**src/rtl/i2c_slave_if.sv**
```systemverilog
// i2c_slave_if
//   I2C pin bundle between a bus model (or pad logic) and the i2c_slave target.
//   scl_in / sda_in     : bus levels as seen at the pins (asynchronous)
//   sda_out             : level driven on SDA while sda_out_mode is 1
//   sda_out_mode        : 1 = target drives SDA, 0 = target releases SDA
interface i2c_slave_if;
   logic scl_in;
   logic sda_in;
   logic sda_out;
   logic sda_out_mode;

   modport slave  (input  scl_in, sda_in, output sda_out, sda_out_mode);
   modport master (output scl_in, sda_in, input  sda_out, sda_out_mode);
endinterface

```
**src/rtl/i2c_slave.sv**
```systemverilog
// i2c_slave
//   Register-oriented I2C target. Oversamples SCL/SDA on clk, detects START/STOP,
//   ACKs SLAVE_ADDR, loads a sub-address into an auto-incrementing pointer,
//   strobes register writes and serves reads from a combinational read port.
//   clk, reset      : system clock (>= 16x SCL), synchronous active-high reset
//   bus             : I2C pins (i2c_slave_if.slave)
//   o_wr_en         : one-cycle register write strobe
//   o_wr_addr/data  : write address/data, held until the next strobe
//   o_rd_addr       : current register pointer (read port address)
//   i_rd_data       : register contents at o_rd_addr, combinational from user logic
//   o_busy          : high while in an acknowledged transfer
module i2c_slave #(
   parameter logic [6:0] SLAVE_ADDR = 7'h68
) (
   input  logic       clk,
   input  logic       reset,
   i2c_slave_if.slave bus,
   output logic       o_wr_en,
   output logic [7:0] o_wr_addr,
   output logic [7:0] o_wr_data,
   output logic [7:0] o_rd_addr,
   input  logic [7:0] i_rd_data,
   output logic       o_busy
);

   typedef enum logic [3:0] {
      ST_IDLE, ST_ADDR, ST_ADDR_ACK, ST_SUB, ST_SUB_ACK,
      ST_WDATA, ST_WDATA_ACK, ST_RDATA, ST_RDATA_ACK, ST_WAIT_STOP
   } state_t;

   state_t     r_state, w_next_state;

   logic       r_scl_s1, r_scl_s2, r_scl_h;
   logic       r_sda_s1, r_sda_s2, r_sda_h;
   logic [7:0] r_shift;
   logic [2:0] r_bitcnt;
   logic [7:0] r_ptr;
   logic       r_rw;
   logic       r_ack_ph;   // 0: waiting for fall that ends bit 8, 1: ACK driven
   logic       r_load;     // read byte must be fetched on the next SCL fall
   logic       r_sda_out, r_sda_oe;
   logic       r_wr_en;
   logic [7:0] r_wr_addr, r_wr_data;

   logic       w_scl_rise, w_scl_fall, w_start, w_stop, w_last;
   logic [7:0] w_byte;

   // Two-stage synchronizer plus history stage; idle bus level is high
   always_ff @(posedge clk) begin
      if (reset) begin
         {r_scl_s1, r_scl_s2, r_scl_h} <= '1;
         {r_sda_s1, r_sda_s2, r_sda_h} <= '1;
      end else begin
         r_scl_s1 <= bus.scl_in;
         r_scl_s2 <= r_scl_s1;
         r_scl_h  <= r_scl_s2;
         r_sda_s1 <= bus.sda_in;
         r_sda_s2 <= r_sda_s1;
         r_sda_h  <= r_sda_s2;
      end
   end

   assign w_scl_rise = r_scl_s2 & ~r_scl_h;
   assign w_scl_fall = ~r_scl_s2 & r_scl_h;
   assign w_start    = ~r_sda_s2 & r_sda_h & r_scl_s2 & r_scl_h;
   assign w_stop     = r_sda_s2 & ~r_sda_h & r_scl_s2 & r_scl_h;
   assign w_byte     = {r_shift[6:0], r_sda_s2};
   assign w_last     = (r_bitcnt == 3'd0);

   // State register
   always_ff @(posedge clk) begin
      if (reset) r_state <= ST_IDLE;
      else       r_state <= w_next_state;
   end

   // Next-state logic; START/STOP override bit processing in every state
   always_comb begin
      w_next_state = r_state;
      if (w_start) begin
         w_next_state = ST_ADDR;
      end else if (w_stop) begin
         w_next_state = ST_IDLE;
      end else begin
         case (r_state)
            ST_ADDR:
               if (w_scl_rise && w_last)
                  w_next_state = (w_byte[7:1] == SLAVE_ADDR) ? ST_ADDR_ACK : ST_WAIT_STOP;
            ST_ADDR_ACK:
               if (w_scl_fall && r_ack_ph)
                  w_next_state = r_rw ? ST_RDATA : ST_SUB;
            ST_SUB:
               if (w_scl_rise && w_last) w_next_state = ST_SUB_ACK;
            ST_SUB_ACK:
               if (w_scl_fall && r_ack_ph) w_next_state = ST_WDATA;
            ST_WDATA:
               if (w_scl_rise && w_last) w_next_state = ST_WDATA_ACK;
            ST_WDATA_ACK:
               if (w_scl_fall && r_ack_ph) w_next_state = ST_WDATA;
            ST_RDATA:
               if (w_scl_fall && !r_load && w_last) w_next_state = ST_RDATA_ACK;
            ST_RDATA_ACK:
               if (w_scl_rise) w_next_state = r_sda_s2 ? ST_WAIT_STOP : ST_RDATA;
            default: ;
         endcase
      end
   end

   // Outputs
   always_comb begin
      bus.sda_out      = r_sda_out;
      bus.sda_out_mode = r_sda_oe;
      o_wr_en          = r_wr_en;
      o_wr_addr        = r_wr_addr;
      o_wr_data        = r_wr_data;
      o_rd_addr        = r_ptr;
      o_busy           = !(r_state inside {ST_IDLE, ST_ADDR, ST_WAIT_STOP});
   end

   // Datapath: shift register, bit counter, pointer, SDA drive, write strobe.
   // Read bytes are fetched on the SCL fall that starts them: directly when the
   // address ACK ends, or via r_load on the fall after a master ACK.
   always_ff @(posedge clk) begin
      if (reset) begin
         r_shift   <= '0;
         r_bitcnt  <= 3'd7;
         r_ptr     <= '0;
         r_rw      <= 1'b0;
         r_ack_ph  <= 1'b0;
         r_load    <= 1'b0;
         r_sda_out <= 1'b1;
         r_sda_oe  <= 1'b0;
         r_wr_en   <= 1'b0;
         r_wr_addr <= '0;
         r_wr_data <= '0;
      end else begin
         r_wr_en <= 1'b0;
         if (w_start || w_stop) begin
            r_sda_oe  <= 1'b0;
            r_sda_out <= 1'b1;
            r_bitcnt  <= 3'd7;
            r_ack_ph  <= 1'b0;
            r_load    <= 1'b0;
         end else begin
            case (r_state)
               ST_ADDR, ST_SUB, ST_WDATA:
                  if (w_scl_rise) begin
                     r_shift  <= w_byte;
                     r_bitcnt <= r_bitcnt - 3'd1;
                     r_ack_ph <= 1'b0;
                     if (w_last) begin
                        if (r_state == ST_ADDR) r_rw <= w_byte[0];
                        if (r_state == ST_SUB)  r_ptr <= w_byte;
                        if (r_state == ST_WDATA) begin
                           r_wr_en   <= 1'b1;
                           r_wr_addr <= r_ptr;
                           r_wr_data <= w_byte;
                        end
                     end
                  end
               ST_ADDR_ACK, ST_SUB_ACK, ST_WDATA_ACK: begin
                  if (w_scl_fall) begin
                     if (!r_ack_ph) begin
                        r_sda_oe  <= 1'b1;
                        r_sda_out <= 1'b0;
                        r_ack_ph  <= 1'b1;
                     end else begin
                        r_ack_ph <= 1'b0;
                        r_bitcnt <= 3'd7;
                        if (r_state == ST_ADDR_ACK && r_rw) begin
                           r_shift   <= i_rd_data;
                           r_sda_out <= i_rd_data[7];
                           r_sda_oe  <= 1'b1;
                        end else begin
                           r_sda_oe  <= 1'b0;
                           r_sda_out <= 1'b1;
                        end
                     end
                  end
                  if (w_scl_rise && r_ack_ph && r_state == ST_WDATA_ACK)
                     r_ptr <= r_ptr + 8'd1;
               end
               ST_RDATA:
                  if (w_scl_fall) begin
                     if (r_load) begin
                        r_load    <= 1'b0;
                        r_shift   <= i_rd_data;
                        r_sda_out <= i_rd_data[7];
                        r_sda_oe  <= 1'b1;
                        r_bitcnt  <= 3'd7;
                     end else if (w_last) begin
                        r_sda_oe  <= 1'b0;
                        r_sda_out <= 1'b1;
                     end else begin
                        r_shift   <= {r_shift[6:0], 1'b0};
                        r_sda_out <= r_shift[6];
                        r_bitcnt  <= r_bitcnt - 3'd1;
                     end
                  end
               ST_RDATA_ACK:
                  if (w_scl_rise && !r_sda_s2) begin
                     r_ptr  <= r_ptr + 8'd1;
                     r_load <= 1'b1;
                  end
               default: ;
            endcase
         end
      end
   end

endmodule

```
**src/flat_wrapper.sv**
```systemverilog
// flat-port wrapper written by rule: the top's interface ports become plain ports
module i2c_slave_flat 
#(
   parameter logic [6:0] SLAVE_ADDR = 7'h68
)
  (clk, reset, o_wr_en, o_wr_addr, o_wr_data, o_rd_addr, i_rd_data, o_busy, bus_scl_in, bus_sda_in, bus_sda_out, bus_sda_out_mode);
  i2c_slave_if bus_i ();
  input  logic clk;
  input  logic reset;
  output logic o_wr_en;
  output logic [7:0] o_wr_addr;
  output logic [7:0] o_wr_data;
  output logic [7:0] o_rd_addr;
  input  logic [7:0] i_rd_data;
  output logic o_busy;
  input wire logic [$bits(bus_i.scl_in)-1:0] bus_scl_in;
  input wire logic [$bits(bus_i.sda_in)-1:0] bus_sda_in;
  output wire logic [$bits(bus_i.sda_out)-1:0] bus_sda_out;
  output wire logic [$bits(bus_i.sda_out_mode)-1:0] bus_sda_out_mode;
  assign bus_i.scl_in = bus_scl_in;
  assign bus_i.sda_in = bus_sda_in;
  assign bus_sda_out = bus_i.sda_out;
  assign bus_sda_out_mode = bus_i.sda_out_mode;
  i2c_slave #(.SLAVE_ADDR(SLAVE_ADDR)) u_core (.clk(clk), .reset(reset), .bus(bus_i), .o_wr_en(o_wr_en), .o_wr_addr(o_wr_addr), .o_wr_data(o_wr_data), .o_rd_addr(o_rd_addr), .i_rd_data(i_rd_data), .o_busy(o_busy));
endmodule
```
**config.mk**
```make
export PLATFORM = sky130hd
export DESIGN_NAME = i2c_slave_flat
export DESIGN_NICKNAME = d
export VERILOG_FILES = /design/src/rtl/i2c_slave_if.sv /design/src/rtl/i2c_slave.sv /design/src/flat_wrapper.sv
export SDC_FILE = /design/constraint.sdc
export NUM_CORES = 1
export LEC_CHECK = 0
export ABC_AREA = 1
export BUFFER_PORTS_ARGS = -buffer_cell sky130_fd_sc_hd__buf_2
export CAP_MARGIN = 20
export CELL_PAD_IN_SITES_DETAIL_PLACEMENT = 2
export CELL_PAD_IN_SITES_GLOBAL_PLACEMENT = 2
export CORE_UTILIZATION = 33
export DETAILED_ROUTE_END_ITERATION = 10
export GPL_TIMING_DRIVEN = 0
export HOLD_SLACK_MARGIN = 0.02
export PLACE_DENSITY = 0.91
export SYNTH_ARGS = -nofsm -noshare
export SYNTH_HDL_FRONTEND = slang
export SYNTH_SLANG_ARGS = --single-unit
```
**constraint.sdc**
```tcl
create_clock -name clk -period 2.6 [get_ports clk]
set_input_delay 0.52 -clock clk [delete_from_list [all_inputs] [get_ports clk]]
set_output_delay 0.52 -clock clk [all_outputs]
set_load 0.03 [all_outputs]
```
; ---- Yosys cells after proc, flatten, opt, wreduce, memory -nomap -nowiden
; Index checks and enable logic that the tools add are counted.
[totals]
output_inout_bits = 28
elab_cells = 167
register_bits = 50
inputBits = 12
[op_classes]
bitwise = 16
n_reduce_logical = 39
addsub = 2
muxes = 56
n_eq_ne = 35
[op_table]
columns = operator, count
row1 = $mux 7, 7
row2 = $mux 8, 5
row3 = $mux 4, 9
row4 = $ne 2x1->1 const B, 16
row5 = $ne 4x1->1 const B, 7
row6 = $pmux 4 s7, 1
row7 = $pmux 8 s3, 1
row8 = $reduce_and 8->1, 3
row9 = $mux 3, 7
row10 = $pmux 7 s3, 1
row11 = $mux 1, 20
row12 = $eq 4x3->1 const B, 4
row13 = $reduce_and 5->1, 2
row14 = $pmux 3 s3, 1
row15 = $reduce_and 3->1, 3
row16 = $reduce_bool 3->1, 3
row17 = $reduce_bool 9->1, 1
row18 = $reduce_or 3->1, 3
row19 = $add 8x1->8 const B, 1
row20 = $and 1x1->1, 8
row21 = $eq 4x2->1 const B, 2
row22 = $eq 4x4->1 const B, 2
row23 = $logic_and 1x1->1, 8
row24 = $not 1->1, 8
row25 = 17 further kinds, 25

; ---- Depth between registers and ports, before layout
[depth]
ltp_word = 8
depth_mapped = 12
mapped_depth_nobuf = 11

; ---- Least setup slack after synthesis
; OpenSTA, ideal clock, no wires.
[synth_timing]
path_kind = register -> register
from = register u_core.r_ptr[1], in the netlist u_core.o_rd_addr[1]
to = register u_core.r_ptr[6], in the netlist u_core.o_rd_addr[6]
required_ps = 2486
path_stages_with_launch = 11
synth_period_minus_slack_ps = 1535
setup_ps = 114
t_arrival_ps = 1421
slack_ps = 1065
path_cell_list = dfxtp_1 > ha_1 > nand3_1 > nor2_1 > nand2_1 > nand2_1 > nand3_1 > nand2_1 > nand3_1 > nand2_1 > nor2_1
[synth_between]
elab_chain_cells = 3
elab_cells_between_ends = 4
classes_between = add/sub (1) / mux (3)
[synth_rtl]
columns = item, line
row1 = start: declaration, i2c_slave.sv:37  ; logic [7:0] r_ptr;
row2 = start signal: assignment, i2c_slave.sv:152  ; if (r_state == ST_SUB) r_ptr <= w_byte;
row3 = start signal: assignment, i2c_slave.sv:180  ; r_ptr <= r_ptr + 8'd1;
row4 = start signal: assignment, i2c_slave.sv:201  ; r_ptr <= r_ptr + 8'd1;
row5 = $add 8x1->8 (*), "i2c_slave.sv:180, i2c_slave.sv:201"
row6 = "$mux 8, on equally long branches", "i2c_slave.sv:200, i2c_slave.sv:179"
row7 = $pmux 8 s3 (*), i2c_slave.sv:144  ; case (r_state)
; Every way passes the cells marked *; elsewhere a longest branch is shown, timed or not. The select of a mux whose other input is x is not followed.
; A chain may end at the register's enable or synchronous reset.

; ---- Worst setup path after layout
[layout_timing]
from = register u_core.r_bitcnt[0]
to = register u_core.r_wr_addr[4], in the netlist u_core.o_wr_addr[4]
[layout_between]
elab_chain_cells = 2
[layout_rtl]
columns = item, line
row1 = start: declaration, i2c_slave.sv:36  ; logic [2:0] r_bitcnt;
row2 = start signal: assignment, i2c_slave.sv:148  ; r_bitcnt <= r_bitcnt - 3'd1;
row3 = start signal: assignment, i2c_slave.sv:196  ; r_bitcnt <= r_bitcnt - 3'd1;
row4 = $logic_not 3->1, i2c_slave.sv:68  ; assign w_last = (r_bitcnt == 3'd0);
row5 = $reduce_and 5->1 (no line), n/a
row6 = end signal: assignment, i2c_slave.sv:155  ; r_wr_addr <= r_ptr;
row7 = end: declaration, i2c_slave.sv:43  ; logic [7:0] r_wr_addr, r_wr_data;
; No other way between the ends.

==> flow_summary.toml <==
[status]
outcome = "completed"

[route]
dr_total_vias = 2906
wire_per_inst_microns = 20.1
drt-total-wl_mm = 11.1
dr.pass1.iters = 4
drc = 0
via_per_inst = 5.24
ant_nets = 0
drt_iter0_markers = 110

[finish]
fill_cells = 991
drive_gt1_share_pct = 21.0
layout.nets = 467
seqCellArea_sq_um = 1000
layout_common_cells = "nand2_1 (84), nor2_1 (71), dfxtp_1 (50)"
final_common_cell = "nand2_1"
multiInputGateArea_sq_um = 1490
finalNonFillerCells = 555
antenna_cells = 0
area_growth_pct = 15.4

[synth]
syn_avg_cell_area_sq_um = 6.66
synthesis.nets = 421
synth_fa_ha_area_share_pct = 1.39
synth_compound_area_share_pct = 13.7
synth_xor_area_share_pct = 0.648
synth.area.top_cells = "dfxtp_1 (37%), nand2_1 (12%), nor2_1 (9.9%)"
yosys.area.top_type_share_pct = 37.0
yosys_warnings = 0
ys_seq_area_share_pct = 37.0
synth_cells = 406
synth_top_family_by_area = "simple AND/OR/NAND/NOR gates"
synth.cell_area_sq_um = 2700
synth_mux_area_share_pct = 0
yosys.area.top_type = "dfxtp_1"
synth_cell_types = 28
yosys.area_share.simple_pct = 39.4
ys_ff_latch = 50

[global_routing]
grt_pass1_vias = 3329
grt_pass1_wl_mm = 18.4
antenna_found_initial = 0
grt_start_max_net_pins = 18
overflow = 0
grt_usage_pct = 28.3

[floorplanning]
die_w_microns = 92.5
ios = 40
rows = 32
core_sq_um = 7810
initial_core_util_pct = 34.6
die_height_microns = 92.5
die_area_sq_um = 8560

[timing]
tightestPinTransition_ns = 0.609
clock-skew-final_ns = 0.0162
period_share_pct = 77.9
hold_viol = 0
timing.fmax_mhz = 493
fin_crit_ns = 2.03
tns_ns = 0
slew-limit-headroom_pct = 59.4
grt_setup_unrepaired = "false"
setup_viol = 0
maxSlewViolCount = 0
hold_slack_ns = 0.386

[clocking]
clock_latency_ns = 0.32
cts_buffers = 5
htree_levels = 2
clock_sinks = 50
cts_buffer_depth = 2
cts_tree = "built"
cts_hold_buf = 0
postCtsSetupBuffers = 0
clk_pin_slew_worst_paths_ns = 0.12
clockRootBuffer = "clkbuf_8"
post_cts_resize_count = 0

[setup_path]
crit_arrival_ns = 2.27
timing.rr.start = "u_core.r_bitcnt[0]"
crit_type = "flop to flop"
endpoint_kind = "flop"
cp_max_fo = 10
crit_required_ns = 2.84
cp-start-kind = "flop"
startpoint = "u_core.r_bitcnt[0]"

[power_and_ir_drop]
max-vdd-ir-drop_mv = 0.366
power_density_nw_per_um2 = 995
p_leak_nw = 1.55
power.total_mw = 3.11

[placed_design]
dp_cells = 547
gp_congestion = 0.796
portBuffers = 39
dp_hpwl_mm = 7.83

[min_path]
min_path_type = "primary input to flop"
worstHoldStart = "bus_sda_in"

[run]
drv_cap = 0
-- Yosys cell counts (all sizes together) --
master / n
a311oi: 1
ha: 3
o211ai: 3
o21ai: 34
or2: 5
dfxtp: 50
nand4: 6
a21oi: 32
inv: 45
clkbuf: 2
nand3b: 1
nand3: 32
nand2: 102
xor2: 2
buf: 7
and2: 1
nor2: 80
-- logic make-up after synthesis --
logic type,after synthesis
DFF,50
AOI/OAI and AO/OA,70
xor gates and xnor gates,2
and+or+nand+nor,227
adders and majority gates,3
buffers and inverters,54
-- path summary, 6_finish.rpt --
check | end | slack (ns) | cells past startpoint
worst max-delay path | u_core.o_wr_addr[4] | 0.57 | 9
worst min register to register | u_core.r_scl_s2 | 0.43 | 1
worst min-delay path | u_core.r_sda_s1 | 0.39 | 2
worst max register to register | u_core.o_wr_addr[4] | 0.57 | 9
-- routing by layer --
metal | vias to the layer above | GRT usage (%) | part of all wire (%)
met2 | 51 | 50.6 | 50
li1 | 1388 | - | -
met3 | 21 | 4.43 | 2.3
met5 | - | 0 | 0
met1 | 1446 | 34.5 | 45
met4 | 0 | 8.85 | 2.4
-- where the power goes --
group	total (mW)	switching [mW]	leakage (nW)	internal (mW)
clock	0.507	0.311	0.0447	0.195
sequential	1.04	0.163	0.407	0.875
combinational	1.56	1.11	1.10	0.447
-- flip-flops by register name (all words and copies together), names as in the netlist --
| register | flops |
|---|---|
| u_core.bus.sda_out | 1 |
| u_core.bus.sda_out_mode | 1 |
| u_core.o_rd_addr | 8 |
| u_core.o_wr_addr | 8 |
| u_core.o_wr_data | 8 |
| u_core.o_wr_en | 1 |
| u_core.r_ack_ph | 1 |
| u_core.r_bitcnt | 3 |
| u_core.r_load | 1 |
| u_core.r_rw | 1 |
| u_core.r_scl_h | 1 |
| u_core.r_scl_s1 | 1 |
| u_core.r_scl_s2 | 1 |
| u_core.r_sda_h | 1 |
| u_core.r_sda_s1 | 1 |
| u_core.r_sda_s2 | 1 |
| u_core.r_shift | 7 |
| u_core.r_state | 4 |
-- worst max-delay path: stages, from the launching register on --
cell and delay [ns]:
dfxtp_1 0.33, inv_1 0.11, ha_1 0.16, nand2_1 0.14
nor2_1 0.29, inv_1 0.08, nor2_1 0.22, buf_2 0.27
o21ai_0 0.14, a21oi_1 0.21
-- final cells by class --
cell class                      count  share of cell area, %
Clock inverter                      3                  0.802
Sequential cell                    50                   32.1
Inverter                           45                   5.49
Tap cell                          102                   4.09
Clock buffer                        5                   2.21
Buffer                              9                   1.32
Timing Repair Buffer               39                   6.26
Multi-Input combinational cell    302                   47.8
-- stage by stage --
stage	worst slack (ns)	util [%]	area, sq um
final	0.573	40.0	3120
after global routing	0.383	40.0	3120
after CTS	0.603	40.0	3120
after global placement	0.768	38.8	3030
after detailed placement	0.614	38.8	3030
after floorplan	1.07	-	2700
Power figures use the tool's default switching activity.
